===== config.mk =====
export PLATFORM = sky130hd
export DESIGN_NAME = bus_arbiter
export DESIGN_NICKNAME = d
export VERILOG_FILES = /design/src/rtl/bus_arbiter.sv
export SDC_FILE = /design/constraint.sdc
export NUM_CORES = 1
export LEC_CHECK = 0
export BUFFER_PORTS_ARGS = -buffer_cell sky130_fd_sc_hd__buf_2
export CAP_MARGIN = 20
export CORE_MARGIN = 1
export CORE_UTILIZATION = 40
export CTS_CLUSTER_DIAMETER = 40
export DETAILED_ROUTE_END_ITERATION = 8
export PLACE_DENSITY = 0.94
export SLEW_MARGIN = 20
export SYNTH_ARGS = -nofsm -noshare
export SYNTH_HDL_FRONTEND = slang
export SYNTH_SLANG_ARGS = --single-unit

===== constraint.sdc =====
create_clock -name clk -period 3.2 [get_ports clk]
set_input_delay 0.48 -clock clk [delete_from_list [all_inputs] [get_ports clk]]
set_output_delay 0.48 -clock clk [all_outputs]
set_load 0.01 [all_outputs]

===== src/rtl/bus_arbiter.sv =====
// Two-requester arbiter for a shared data path, with registered grants and select.
// Ties go to the requester not granted last, and a bounded hold forces rotation under contention.
module bus_arbiter #(
  parameter int WIDTH    = 16,
  parameter int MAX_HOLD = 8
) (
  input  logic             clk,
  input  logic             reset,
  input  logic             req_a,
  input  logic             req_b,
  input  logic [WIDTH-1:0] a_data,
  input  logic [WIDTH-1:0] b_data,
  output logic             gnt_a,
  output logic             gnt_b,
  output logic             sel,
  output logic [WIDTH-1:0] out,
  output logic             valid
);

  localparam logic [1:0] ST_IDLE  = 2'd0;
  localparam logic [1:0] ST_GNT_A = 2'd1;
  localparam logic [1:0] ST_GNT_B = 2'd2;
  localparam logic [3:0] HOLD_LAST = 4'(MAX_HOLD - 1);

  logic [1:0] state_q, state_d;
  logic       last_q, last_d;
  logic       sel_q, sel_d;
  logic [3:0] hold_cnt_q, hold_cnt_d;
  logic       gnt_a_q, gnt_a_d;
  logic       gnt_b_q, gnt_b_d;

  // Next-state selection, then bookkeeping for grant entry and hold counting.
  always_comb begin
    state_d    = state_q;
    last_d     = last_q;
    sel_d      = sel_q;
    hold_cnt_d = hold_cnt_q;
    case (state_q)
      ST_IDLE: begin
        if (req_a && req_b) begin
          state_d = last_q ? ST_GNT_A : ST_GNT_B;
        end else if (req_a) begin
          state_d = ST_GNT_A;
        end else if (req_b) begin
          state_d = ST_GNT_B;
        end else begin
          state_d = ST_IDLE;
        end
      end
      ST_GNT_A: begin
        if (!req_a) begin
          state_d = req_b ? ST_GNT_B : ST_IDLE;
        end else if (req_b && (hold_cnt_q == HOLD_LAST)) begin
          state_d = ST_GNT_B;
        end else begin
          state_d = ST_GNT_A;
        end
      end
      ST_GNT_B: begin
        if (!req_b) begin
          state_d = req_a ? ST_GNT_A : ST_IDLE;
        end else if (req_a && (hold_cnt_q == HOLD_LAST)) begin
          state_d = ST_GNT_A;
        end else begin
          state_d = ST_GNT_B;
        end
      end
      default: begin
        state_d = ST_IDLE;
      end
    endcase

    // A grant entry (from IDLE or a direct handoff) restarts the hold and moves sel with it.
    if ((state_d != state_q) && (state_d != ST_IDLE)) begin
      hold_cnt_d = 4'd0;
      last_d     = (state_d == ST_GNT_B);
      sel_d      = (state_d == ST_GNT_B);
    end else if (state_d != ST_IDLE) begin
      if (hold_cnt_q != HOLD_LAST) begin
        hold_cnt_d = hold_cnt_q + 4'd1;
      end else begin
        hold_cnt_d = hold_cnt_q;
      end
    end else begin
      hold_cnt_d = 4'd0;
    end

    gnt_a_d = (state_d == ST_GNT_A);
    gnt_b_d = (state_d == ST_GNT_B);
  end

  // State and output registers; last resets to B so that A wins the first tie.
  always_ff @(posedge clk) begin
    if (reset) begin
      state_q    <= ST_IDLE;
      last_q     <= 1'b1;
      sel_q      <= 1'b0;
      hold_cnt_q <= 4'd0;
      gnt_a_q    <= 1'b0;
      gnt_b_q    <= 1'b0;
    end else begin
      state_q    <= state_d;
      last_q     <= last_d;
      sel_q      <= sel_d;
      hold_cnt_q <= hold_cnt_d;
      gnt_a_q    <= gnt_a_d;
      gnt_b_q    <= gnt_b_d;
    end
  end

  assign gnt_a = gnt_a_q;
  assign gnt_b = gnt_b_q;
  assign sel   = sel_q;
  assign valid = gnt_a_q | gnt_b_q;
  assign out   = sel_q ? b_data : a_data;

endmodule

== After elaboration in Yosys (flattened, before gate mapping) ==
Cells that the tools add are included.

* Bits in writable memories: 0
* Memory bits (read-only): 0
* Flip-flop bits (word level): 10
* Memories kept: 0
* Bits in latches: 0
* Logic and storage cells: 34

* $add $sub $neg: 1
* Reduce and logical (&&, ||, !) cells: 7
* $mul: 0
* Bitwise gates (word level): 2
* Eq/ne operators: 7
* Shift operators: 0
* Div/mod/pow operators: 0
* Multiplexer cells: 11
* Magnitude comparators: 0

{| class="wikitable"
|+ Operators with widths
! operator !! count
|-
| $mux W16 || 1
|-
| $mux W2 || 8
|-
| $pmux W2 S3 || 1
|-
| $add A4 B1 Y4 const B || 1
|-
| $eq A2 B1 Y1 const B || 2
|-
| $eq A2 B2 Y1 const B || 2
|-
| $eq A4 B3 Y1 const B || 1
|-
| $logic_and A1 B1 Y1 || 4
|-
| $ne A4 B3 Y1 const B || 1
|-
| $reduce_or A3 Y1 || 1
|-
| $logic_not A2 Y1 || 1
|-
| $ne A2 B2 Y1 || 1
|-
| $reduce_bool A2 Y1 || 1
|-
| $mux W1 || 1
|-
| $not A1 Y1 || 1
|-
| $or A1 B1 Y1 || 1
|}

== Logic depth before layout (Yosys ltp) ==
Gate-level depths: netlist of the first run.

* Word-level depth: 8
* Depth in mapped cells: 4
* Depth with buffers taken out: 4

== Least setup slack after synthesis of the first run ==
OpenSTA, ideal clock, no wires.

* Path kind: reg2out
* From: reg sel_q (netlist: sel)
* To: out out[10]
* Stages on the path, launching flop included: 4
* Arrival time: 1277 ps
* Slack: 1443 ps
* Path buffers: 2
* Path through: dfxtp_1 -> clkbuf_1 -> buf_2 -> mux2_2

* Longest elaborated chain between the ends: 1

{| class="wikitable"
|+ RTL lines
! item !! line !! text
|-
| start: declaration || 27 || <nowiki>logic sel_q, sel_d;</nowiki>
|-
| start signal: assignment || 104 || <nowiki>sel_q <= sel_d;</nowiki>
|-
| $mux W16 || 115 || <nowiki>assign out = sel_q ? b_data : a_data;</nowiki>
|-
| end: declaration || 16 || <nowiki>output logic [WIDTH-1:0] out,</nowiki>
|}

No other way between the ends.

== Worst setup path after layout of the first run ==
* From: reg sel_q (netlist: sel)
* To: out out[12]

The elaborated chain is that of the path after synthesis.

==> summary.md, run 1 <==
| Metric | Value |
|---|---|
| Seq cells post-synth | `10` |
| Filler instances | `122` |
| Die X-Extent | `43.4 um` |
| DRT Pass-1 Iters | `6` |
| Outcome | `complete, but fails checks` |
| Hold-fix buffers, CTS | `0` |
| Leak pwr | `0.501 nW` |
| Hold WS | `478 ps` |
| Die footprint | `1880 um2` |
| Clock slew at reported path FFs | `70 ps` |
| DR WL/cell | `13.6 um` |
| Htree depth | `1` |
| Final setup violation count | `0` |
| # port buffers | `55` |
| Worst slack, placed | `1420 ps` |
| Adder-cell share of the synthesized area | `0.0182` |
| Cell area after synthesis | `686 um2` |
| Via/cell ratio | `5.28` |
| Area Growth Syn to Fin | `47.1%` |
| Largest family of logic cells by synthesized area | `multiplexers` |
| RePlAce Congestion | `0.879` |
| Syn nets | `109` |
| CTS tree | `yes` |
| Largest net degree at the start of global routing | `19` |
| Netlist cell types | `31` |
| CP endpoint kind | `output pin` |
| CP cell instances | `mux2_2 -> buf_2` |
| Top cell type's share of synthesized area | `0.292` |
| Core box area | `1560 um2` |
| Final Hold Vio Count | `0` |
| Critical Path RT | `2720 ps` |
| Detail Route Antenna Nets | `0` |
| Maximum vdd drop | `0.333 mV` |
| GRT Total Usage | `0.210` |
| HPWL after DPL | `1.61 mm` |
| F_max | `0.483 GHz` |
| Top cell type by total area after synthesis | `dfxtp_1` |
| Initial DRC Count | `31` |
| Final wirelength | `1.97 mm` |
| Starting Density | `0.440` |
| Hold Path Class | `in2reg` |
| Num CTS Buffers | `3` |
| Synth Area in XOR/XNOR | `0.0128` |
| Total number of yosys warnings | `0` |
| Reg2Reg Setup Slack | `1550 ps` |
| # DRC | `2` |
| Post-CTS sizing | `0` |
| Cell area after layout | `1010 um2` |
| Final cell count without fillers | `145` |
| Final core occ | `0.647` |
| I/O pins | `56` |
| Max-cap violations | `0` |
| Max Buffers Root-to-Sink | `2` |
| Synthesized area per cell | `9.52 um2` |
| Total power | `0.357 mW` |
| Final Cycle Share | `0.647` |
| Post-DP Area | `972 um2` |
| Number of setup buffers added after CTS | `0` |
| Critical path's slowest cell | `dfxtp_1` |
| Rows | `14` |
| Worst Path Max Fanout | `18` |
| Multiplexer area fraction after synthesis | `0.277` |
| Synth Area in Compound Gates | `0.215` |
| Inst Count DP | `141` |
| Diode count | `0` |
| Startpoint types | `flip-flop` |
| CP top delay family | `flip-flops` |
| Vias post-DR | `766` |
| Vias in the first global route | `717` |
| CP bufs+invs | `1` |
| Later-pin clock latency in the skew report | `260 ps` |
| Total grt overflow | `0` |
| Synth Area in Simple Gates | `0.150` |
| Power Density | `354 nW/um2` |
| Root Buffer | `clkbuf_4` |
| Rel. slew slack | `0.538` |
| Cells after Synth | `72` |
| Delay of the slowest critical-path stage | `770 ps` |
| Clock Sinks | `10` |
| Layout cells sized above 1 | `0.612` |
| Initial antenna violation count | `0` |
| Worst setup margin | `1130 ps` |
| Setup TNS | `0 ps` |
| RSZ-0062 raised after global routing | `no` |
| Failing checks | `DRC` |
| Die Y | `43.4 um` |
| Final Skew | `6.19 ps` |
| Final Slew Violations | `0` |
| Largest cells by area after synthesis | `dfxtp_1 (29%), mux2_2 (26%), a21oi_1 (4.4%)` |
| Register area share after synthesis | `0.292` |
| Critical path class | `reg2out` |
| First-pass GRT wire length | `3.05 mm` |
| Final nets | `167` |
| Slew @ Worst Pin | `691 ps` |
| Final worst path period need | `2070 ps` |
| Arrival time of the worst setup path | `1590 ps` |
[worst reg2reg max path, delay by kind of cell, from the launching register on]
kind	cells	cell delay, ps
flip-flops	1	330
adder cells (fa/ha/maj)	1	270
AND/OR/NAND/NOR	1	210
AO/OA/AOI/OAI	2	760
[registers in the layout (all words and copies together), names as in the netlist]
| register | count |
|---|---|
| gnt_a | 1 |
| sel | 1 |
| hold_cnt_q | 4 |
| last_q | 1 |
| state_q | 2 |
| gnt_b | 1 |
[report_power, final]
group	switching, mW	internal [mW]
combinational	0.0443	0.0582
sequential	0.0116	0.131
clock	0.0431	0.0690
[cell type report]
| type | instances | area (um2) | area share |
|---|---|---|---|
| Timing Repair Buffer | 55 | 275 | 0.273 |
| Tap cell | 16 | 20.0 | 0.0199 |
| Multi-Input combinational cell | 56 | 462 | 0.458 |
| Clock buffer | 4 | 36.3 | 0.0360 |
| Sequential cell | 10 | 200 | 0.199 |
| Inverter | 4 | 15.0 | 0.0149 |
[final timing paths]
kind            startpoint            end  cells past startpoint
min                  req_a     state_q[1]                      2
max                    sel        out[12]                      2
max reg2reg  hold_cnt_q[0]  hold_cnt_q[1]                      4
min reg2reg  hold_cnt_q[1]  hold_cnt_q[1]                      2
[synth_stat cells, drive strengths merged]
| cell type | number |
|---|---|
| mux2 | 16 |
| dfxtp | 10 |
| a21oi | 6 |
| nand2 | 5 |
| a211oi | 3 |
| inv | 3 |
| a211o | 2 |
| a221oi | 2 |
| and4b | 2 |
| nand3 | 2 |
| o21ai | 2 |
| a2111o | 1 |
| and2 | 1 |
| and3b | 1 |
| buf | 1 |
| clkbuf | 1 |
| clkinv | 1 |
| ha | 1 |
| mux2i | 1 |
| nand2b | 1 |
| nand3b | 1 |
| nor2 | 1 |
| nor3 | 1 |
| nor3b | 1 |
| o211ai | 1 |
| o21bai | 1 |
| o311ai | 1 |
| o32ai | 1 |
| or2 | 1 |
| xnor2 | 1 |
[kinds of logic (layout without fill, tap and decap cells)]
family,count (synthesis),in the layout
AOI/OAI and AO/OA,20,20
muxes,17,17
and+or+nand+nor,17,17
DFF,10,10
buffers and inverters,6,63
adders and majority gates,1,1
xor gates and xnor gates,1,1
[cells in the final DEF, fill, tap and decap left out]
cell	netlist	final
a221oi_1	1	1
o21bai_1	1	1
clkbuf_8	0	1
xnor2_1	1	1
nand2b_1	1	1
inv_1	3	3
and4b_2	2	2
o311ai_1	1	1
a211o_1	2	2
nor2_1	1	1
buf_2	1	55
clkbuf_4	0	3
nor3_1	1	1
mux2i_1	1	1
o21ai_0	2	2
mux2_2	16	16
o211ai_1	1	1
ha_1	1	1
a221oi_2	1	1
nor3b_1	1	1
clkinv_1	1	1
nand3b_1	1	1
o32ai_1	1	1
a2111o_1	1	1
a211oi_1	3	3
a21oi_1	6	6
or2_2	1	1
and3b_1	1	1
dfxtp_1	10	10
nand2_1	5	5
nand3_1	2	2
and2_1	1	1
[per-layer routing]
| layer | vias to the layer above | share of wire | global-route usage |
|---|---|---|---|
| li1 | 391 | - | - |
| met1 | 347 | 0.41 | 0.286 |
| met2 | 28 | 0.55 | 0.361 |
| met3 | 0 | 0.036 | 0.0125 |
| met4 | 0 | 0 | 0.0563 |
| met5 | - | 0 | 0 |
Power figures use the tool's default switching activity.
==> run 2: changes to the inputs <==
--- a/config.mk
+++ b/config.mk
@@ -8,10 +8,10 @@
 export BUFFER_PORTS_ARGS = -buffer_cell sky130_fd_sc_hd__buf_2
 export CAP_MARGIN = 20
 export CORE_MARGIN = 1
-export CORE_UTILIZATION = 40
+export CORE_UTILIZATION = 38
 export CTS_CLUSTER_DIAMETER = 40
 export DETAILED_ROUTE_END_ITERATION = 8
-export PLACE_DENSITY = 0.94
+export PLACE_DENSITY = 0.91
 export SLEW_MARGIN = 20
 export SYNTH_ARGS = -nofsm -noshare
 export SYNTH_HDL_FRONTEND = slang
==> constraint.sdc (replaced) <==
create_clock -name clk -period 2.1 [get_ports clk]
set_input_delay 0.315 -clock clk [delete_from_list [all_inputs] [get_ports clk]]
set_output_delay 0.315 -clock clk [all_outputs]
set_load 0.01 [all_outputs]
==> summary.md, run 2 (synthesis results as in run 1) <==
| Metric | Value |
|---|---|
| Outcome | `complete, no violations` |
| Number of setup buffers added after CTS | `0 (unchanged)` |
| Final Cycle Share | `0.804` |
| Max FFs per register | `4 (unchanged)` |
| Final cell count without fillers | `153 (+5.5%)` |
| Setup TNS | `0 ps (unchanged)` |
| Vias in the first global route | `722 (+0.70%)` |
| Worst Path Max Fanout | `7 (-11)` |
| CP endpoint kind | `flip-flop` |
| Htree depth | `1 (unchanged)` |
| Core box area | `1590 um2 (+2.2%)` |
| Largest Register | `hold_cnt_q` |
| # DRC | `0 (-2)` |
| Commonest non-fill, non-tap cell in the layout | `buf_2` |
| Max Buffers Root-to-Sink | `2 (unchanged)` |
| Layout cells sized above 1 | `0.612 (unchanged)` |
| Hold WS | `303 ps (-175 ps)` |
| Max-cap violations | `0 (unchanged)` |
| DRT Pass-1 Iters | `4 (-2)` |
| Number of cells on the worst reg-to-reg path | `4 (unchanged)` |
| Worst setup margin | `412 ps (-717 ps)` |
| Final worst path period need | `1690 ps` |
| Hold Path Depth | `2 (unchanged)` |
| Root Buffer | `clkbuf_4` |
| RSZ-0062 raised after global routing | `no` |
| Rows | `14 (unchanged)` |
| Largest registers | `hold_cnt_q x4, state_q x2` |
| Final nets | `168 (+0.60%)` |
| Largest net degree at the start of global routing | `18 (-1)` |
| # port buffers | `55 (unchanged)` |
| Cell area after layout | `1010 um2 (+0.37%)` |
| Via/cell ratio | `5.12 (-3.1%)` |
| Diode count | `0 (unchanged)` |
| Final wirelength | `1.97 mm (+0.10%)` |
| Critical Path RT | `2260 ps (-460 ps)` |
| Leak pwr | `0.499 nW (-0.39%)` |
| Post-CTS sizing | `0 (unchanged)` |
| Total grt overflow | `0 (unchanged)` |
| Arrival time of the worst setup path | `1850 ps (+260 ps)` |
| I/O pins | `56 (unchanged)` |
| Final Skew | `2.58 ps (-3.61 ps)` |
| Vias post-DR | `783 (+2.2%)` |
| Startpoint types | `flip-flop` |
| Post-DP Area | `990 um2 (+1.8%)` |
| Num CTS Buffers | `3 (unchanged)` |
| Final Slew Violations | `0 (unchanged)` |
| Initial antenna violation count | `0 (unchanged)` |
| Area Growth Syn to Fin | `47.6%` |
| Power Density | `492 nW/um2 (+39%)` |
| Filler instances | `133 (+9.0%)` |
| Starting Density | `0.430 (-0.00967)` |
| GRT Total Usage | `0.205 (-0.00418)` |
| Die Y | `44.5 um (+2.5%)` |
| Most frequent cells in the layout | `buf_2 (55), mux2_2 (16), dfxtp_1 (10)` |
| Die X-Extent | `44.5 um (+2.5%)` |
| Hold Path Class | `in2reg` |
| Clock slew at reported path FFs | `60 ps (about the same)` |
| Inst Count DP | `150 (+6.4%)` |
| Rel. slew slack | `0.760 (+0.222)` |
| Final Hold Vio Count | `0 (unchanged)` |
| Final setup violation count | `0 (unchanged)` |
| DR WL/cell | `12.9 um (-5.1%)` |
| RePlAce Congestion | `0.812 (-7.5%)` |
| Worst slack, placed | `467 ps (-952 ps)` |
| Die footprint | `1980 um2 (+5.0%)` |
| Initial DRC Count | `9 (-71%)` |
| Critical path class | `reg2reg` |
| F_max | `0.592 GHz` |
| Hold-fix buffers, CTS | `0 (unchanged)` |
| Later-pin clock latency in the skew report | `260 ps (about the same)` |
| First-pass GRT wire length | `3.01 mm (-1.3%)` |
| Clock Sinks | `10 (unchanged)` |
| Detail Route Antenna Nets | `0 (unchanged)` |
| Maximum vdd drop | `0.367 mV (+10%)` |
| CTS tree | `yes` |
| Slew @ Worst Pin | `358 ps (-333 ps)` |
run 2: changes by cell type in the layout (fill, tap and decap cells not counted), sizes merged:
cell and change:
buf +1, clkbuf -1
run 2: final cells by class:
class	count	area [um2]	share of cell area
clock buffers	3	22.5	0.0222
inverters	4	15.0	0.0148
multi-input cells	56	462	0.456
flip-flops and latches	10	200	0.198
well taps	24	30.0	0.0297
repair buffers	56	283	0.279
run 2: report_power, final:
| part | total (mW) | switching, mW | internal (mW) |
|---|---|---|---|
| combinational | 0.166 | 0.0753 | 0.0905 |
| clock | 0.123 | 0.0576 | 0.0658 |
| sequential | 0.209 | 0.00948 | 0.200 |
run 2: critical path, stage by stage, from the launching register on:
cell	delay, ps
dfxtp_1	330
ha_1	270
and3b_1	220
a2111o_1	480
a211oi_1	290
run 2: final timing paths:
| kind | start | to | slack [ps] |
|---|---|---|---|
| setup / recovery | hold_cnt_q[0] | hold_cnt_q[3] | 410 |
| hold / removal | req_a | gnt_b | 300 |
| setup reg to reg | hold_cnt_q[0] | hold_cnt_q[3] | 410 |
| hold reg to reg | sel | sel | 470 |
run 2: through the flow:
stage | power, mW | util
6_report | 0.498 | 0.635
5_1_grt | 0.528 | 0.635
4_1_cts | 0.504 | 0.635
3_5_place_dp | 0.379 | 0.621
3_3_place_gp | 0.373 | 0.621
2_1_floorplan | 0.302 | -
run 2: metal layers:
layer / up-vias / share of wire / global-route usage
met2: 39 / 0.54 / 0.382
met3: 2 / 0.066 / 0.00408
met4: 0 / 0.012 / 0.109
li1: 391 / - / -
met1: 351 / 0.38 / 0.236
met5: - / 0 / 0
==> run 3: changes to the inputs <==
--- a/config.mk
+++ b/config.mk
@@ -8,10 +8,10 @@
 export BUFFER_PORTS_ARGS = -buffer_cell sky130_fd_sc_hd__buf_2
 export CAP_MARGIN = 20
 export CORE_MARGIN = 1
-export CORE_UTILIZATION = 38
+export CORE_UTILIZATION = 34
 export CTS_CLUSTER_DIAMETER = 40
 export DETAILED_ROUTE_END_ITERATION = 8
-export PLACE_DENSITY = 0.91
+export PLACE_DENSITY = 0.86
 export SLEW_MARGIN = 20
 export SYNTH_ARGS = -nofsm -noshare
 export SYNTH_HDL_FRONTEND = slang
==> constraint.sdc (replaced) <==
create_clock -name clk -period 1.35 [get_ports clk]
set_input_delay 0.2025 -clock clk [delete_from_list [all_inputs] [get_ports clk]]
set_output_delay 0.2025 -clock clk [all_outputs]
set_load 0.01 [all_outputs]
==> summary.md, run 3 (synthesis results as in run 1) <==
| Metric | Value |
|---|---|
| Final Cycle Share | `1.11 (+0.306)` |
| Vias in the first global route | `848 (+17%)` |
| Hold Path Class | `in2reg` |
| Leak pwr | `0.666 nW (+33%)` |
| Starting Density | `0.381 (-0.0496)` |
| Final cell count without fillers | `167 (+9.2%)` |
| Clock Sinks | `10 (unchanged)` |
| Final nets | `181 (+7.7%)` |
| Failing checks | `setup timing` |
| F_max | `0.668 GHz (+13%)` |
| DR WL/cell | `18.5 um (+44%)` |
| Setup TNS | `-1400 ps (-1400 ps)` |
| Worst slack, placed | `-79.0 ps (-546 ps)` |
| Outcome | `complete, but fails checks` |
| Critical path class | `reg2reg` |
| Final Skew | `5.67 ps (+3.09 ps)` |
| Largest net degree at the start of global routing | `9 (-9)` |
| Initial DRC Count | `28 (+19)` |
| RePlAce Congestion | `0.767 (-5.6%)` |
| Via/cell ratio | `5.42 (+5.9%)` |
| Reg2Reg Setup Slack | `-150 ps (-560 ps)` |
| Htree depth | `1 (unchanged)` |
| Die Y | `46.9 um (+5.5%)` |
| Power Density | `699 nW/um2 (+42%)` |
| # DRC | `0 (unchanged)` |
| Later-pin clock latency in the skew report | `270 ps (about the same)` |
| HPWL after DPL | `1.77 mm` |
| Multi-input logic area | `584 um2 (+27%)` |
| Final worst path period need | `1500 ps (-190 ps)` |
| Final Slew Violations | `0 (unchanged)` |
| Total grt overflow | `0 (unchanged)` |
| Slew @ Worst Pin | `307 ps (-51.9 ps)` |
| Area occupied by registers | `206 um2 (+3.1%)` |
| Num CTS Buffers | `3 (unchanged)` |
| Inst Count DP | `159 (+6.0%)` |
| Worst setup margin | `-148 ps (-560 ps)` |
| Clock slew at reported path FFs | `60 ps (about the same)` |
| Vias post-DR | `905 (+16%)` |
| First-pass GRT wire length | `3.65 mm (+21%)` |
| CTS tree | `yes` |
| Largest Register | `hold_cnt_q` |
| Final setup violation count | `23 (+23)` |
| Hold Crit Endpoint | `hold_cnt_q[0]` |
| Startpoint types | `flip-flop` |
| Die footprint | `2200 um2 (+11%)` |
| Initial antenna violation count | `0 (unchanged)` |
| Final wirelength | `3.09 mm (+57%)` |
| Rows | `15 (+1)` |
| Diode count | `0 (unchanged)` |
| Hold Path Origin | `reset` |
| RSZ-0062 raised after global routing | `yes` |
| Layout cells sized above 1 | `0.739 (+0.127)` |
| Final Hold Vio Count | `0 (unchanged)` |
| Area Growth Syn to Fin | `98.2%` |
| CP endpoint kind | `flip-flop` |
| Max FFs per register | `4 (unchanged)` |
| Max-cap violations | `0 (unchanged)` |
| Arrival time of the worst setup path | `1670 ps (-180 ps)` |
| # port buffers | `55 (unchanged)` |
| Number of cells on the worst reg-to-reg path | `4 (unchanged)` |
| I/O pins | `56 (unchanged)` |
| Max Buffers Root-to-Sink | `2 (unchanged)` |
| Largest registers | `hold_cnt_q x4, state_q x2` |
| Reg2Reg Launch Point | `hold_cnt_q[1]` |
| Maximum vdd drop | `0.652 mV (+78%)` |
| Hold Path Depth | `2 (unchanged)` |
| Rel. slew slack | `0.796 (+0.0357)` |
| Commonest non-fill, non-tap cell in the layout | `buf_2` |
| Core box area | `1800 um2 (+13%)` |
| Critical Path RT | `1520 ps (-740 ps)` |
| Detail Route Antenna Nets | `0 (unchanged)` |
| Most frequent cells in the layout | `buf_2 (39), buf_6 (21), mux2_4 (16)` |
| Filler instances | `134 (+0.75%)` |
| Die X-Extent | `46.9 um (+5.5%)` |
| GRT Total Usage | `0.247 (+0.0417)` |
| DRT Pass-1 Iters | `4 (unchanged)` |
| R2r endpoint | `hold_cnt_q[1]` |
| Root Buffer | `clkbuf_4` |
| Worst Path Max Fanout | `4 (-3)` |
==> run 3: cell types whose count changed in the layout (fill, tap and decap cells not counted), moves of 2 or more <==
cell	delta
buf_6	+21
a211oi_1	-2
buf_4	+8
buf_2	-16
dfxtp_2	+2
mux2_2	-16
dfxtp_1	-3
mux2_4	+16
a21oi_2	+4
a21oi_1	-5
a211oi_2	+2
==> run 3: how the worst max path moves through the flow <==
stage	startpoint	to	slack, ps	cells past startpoint
floorplan	hold_cnt_q[0]	hold_cnt_q[1]	-30	4
global placement	hold_cnt_q[1]	hold_cnt_q[1]	-30	4
detailed placement	hold_cnt_q[1]	hold_cnt_q[1]	-80	4
CTS	hold_cnt_q[1]	hold_cnt_q[1]	-90	4
global route	hold_cnt_q[1]	hold_cnt_q[1]	-190	4
finish	hold_cnt_q[1]	hold_cnt_q[1]	-150	4
==> run 3: cell type report <==
| type | instances | share of cell area |
|---|---|---|
| clock buffers | 3 | 0.0166 |
| repair buffers | 69 | 0.367 |
| flip-flops and latches | 10 | 0.152 |
| multi-input cells | 56 | 0.430 |
| well taps | 25 | 0.0230 |
| inverters | 4 | 0.0110 |
==> run 3: repair_timing <==
| action | CTS | global route |
|---|---|---|
| hold buffers | 0 | 0 |
| buffers inserted | 2 | 2 |
| gates resized for setup | 28 | 23 |
| pin swaps | 1 | 8 |
| cloned | 2 | 0 |
| setup endpoints to repair | 23 | 26 |
==> run 3: critical path, stage by stage (launching register included) <==
cell      delay (ps)
dfxtp_2          340
ha_4             160
and3b_1          180
a2111o_1         450
a221oi_2         270
==> run 3: metrics by stage <==
step | util | area (um2) | hold slack, ps | power [mW]
final | 0.754 | 1360 | 215 | 0.950
after global routing | 0.754 | 1360 | 203 | 0.994
after CTS | 0.688 | 1240 | 192 | 0.875
after detailed placement | 0.592 | 1070 | 460 | 0.602
after global placement | 0.592 | 1070 | 453 | 0.589
after floorplan | - | 704 | 261 | 0.473
==> run 3: layer usage <==
layer  up-vias  GRT usage  wire, um
li1        420          -         -
met1       425      0.215      1040
met2        46      0.508      1780
met3        14     0.0385       150
met4         0      0.154       115
met5         -          0         0
==> run 3: where the power goes <==
part / internal [mW] / switching, mW
Sequential: 0.310 / 0.0161
Clock: 0.103 / 0.0962
Combinational: 0.248 / 0.177
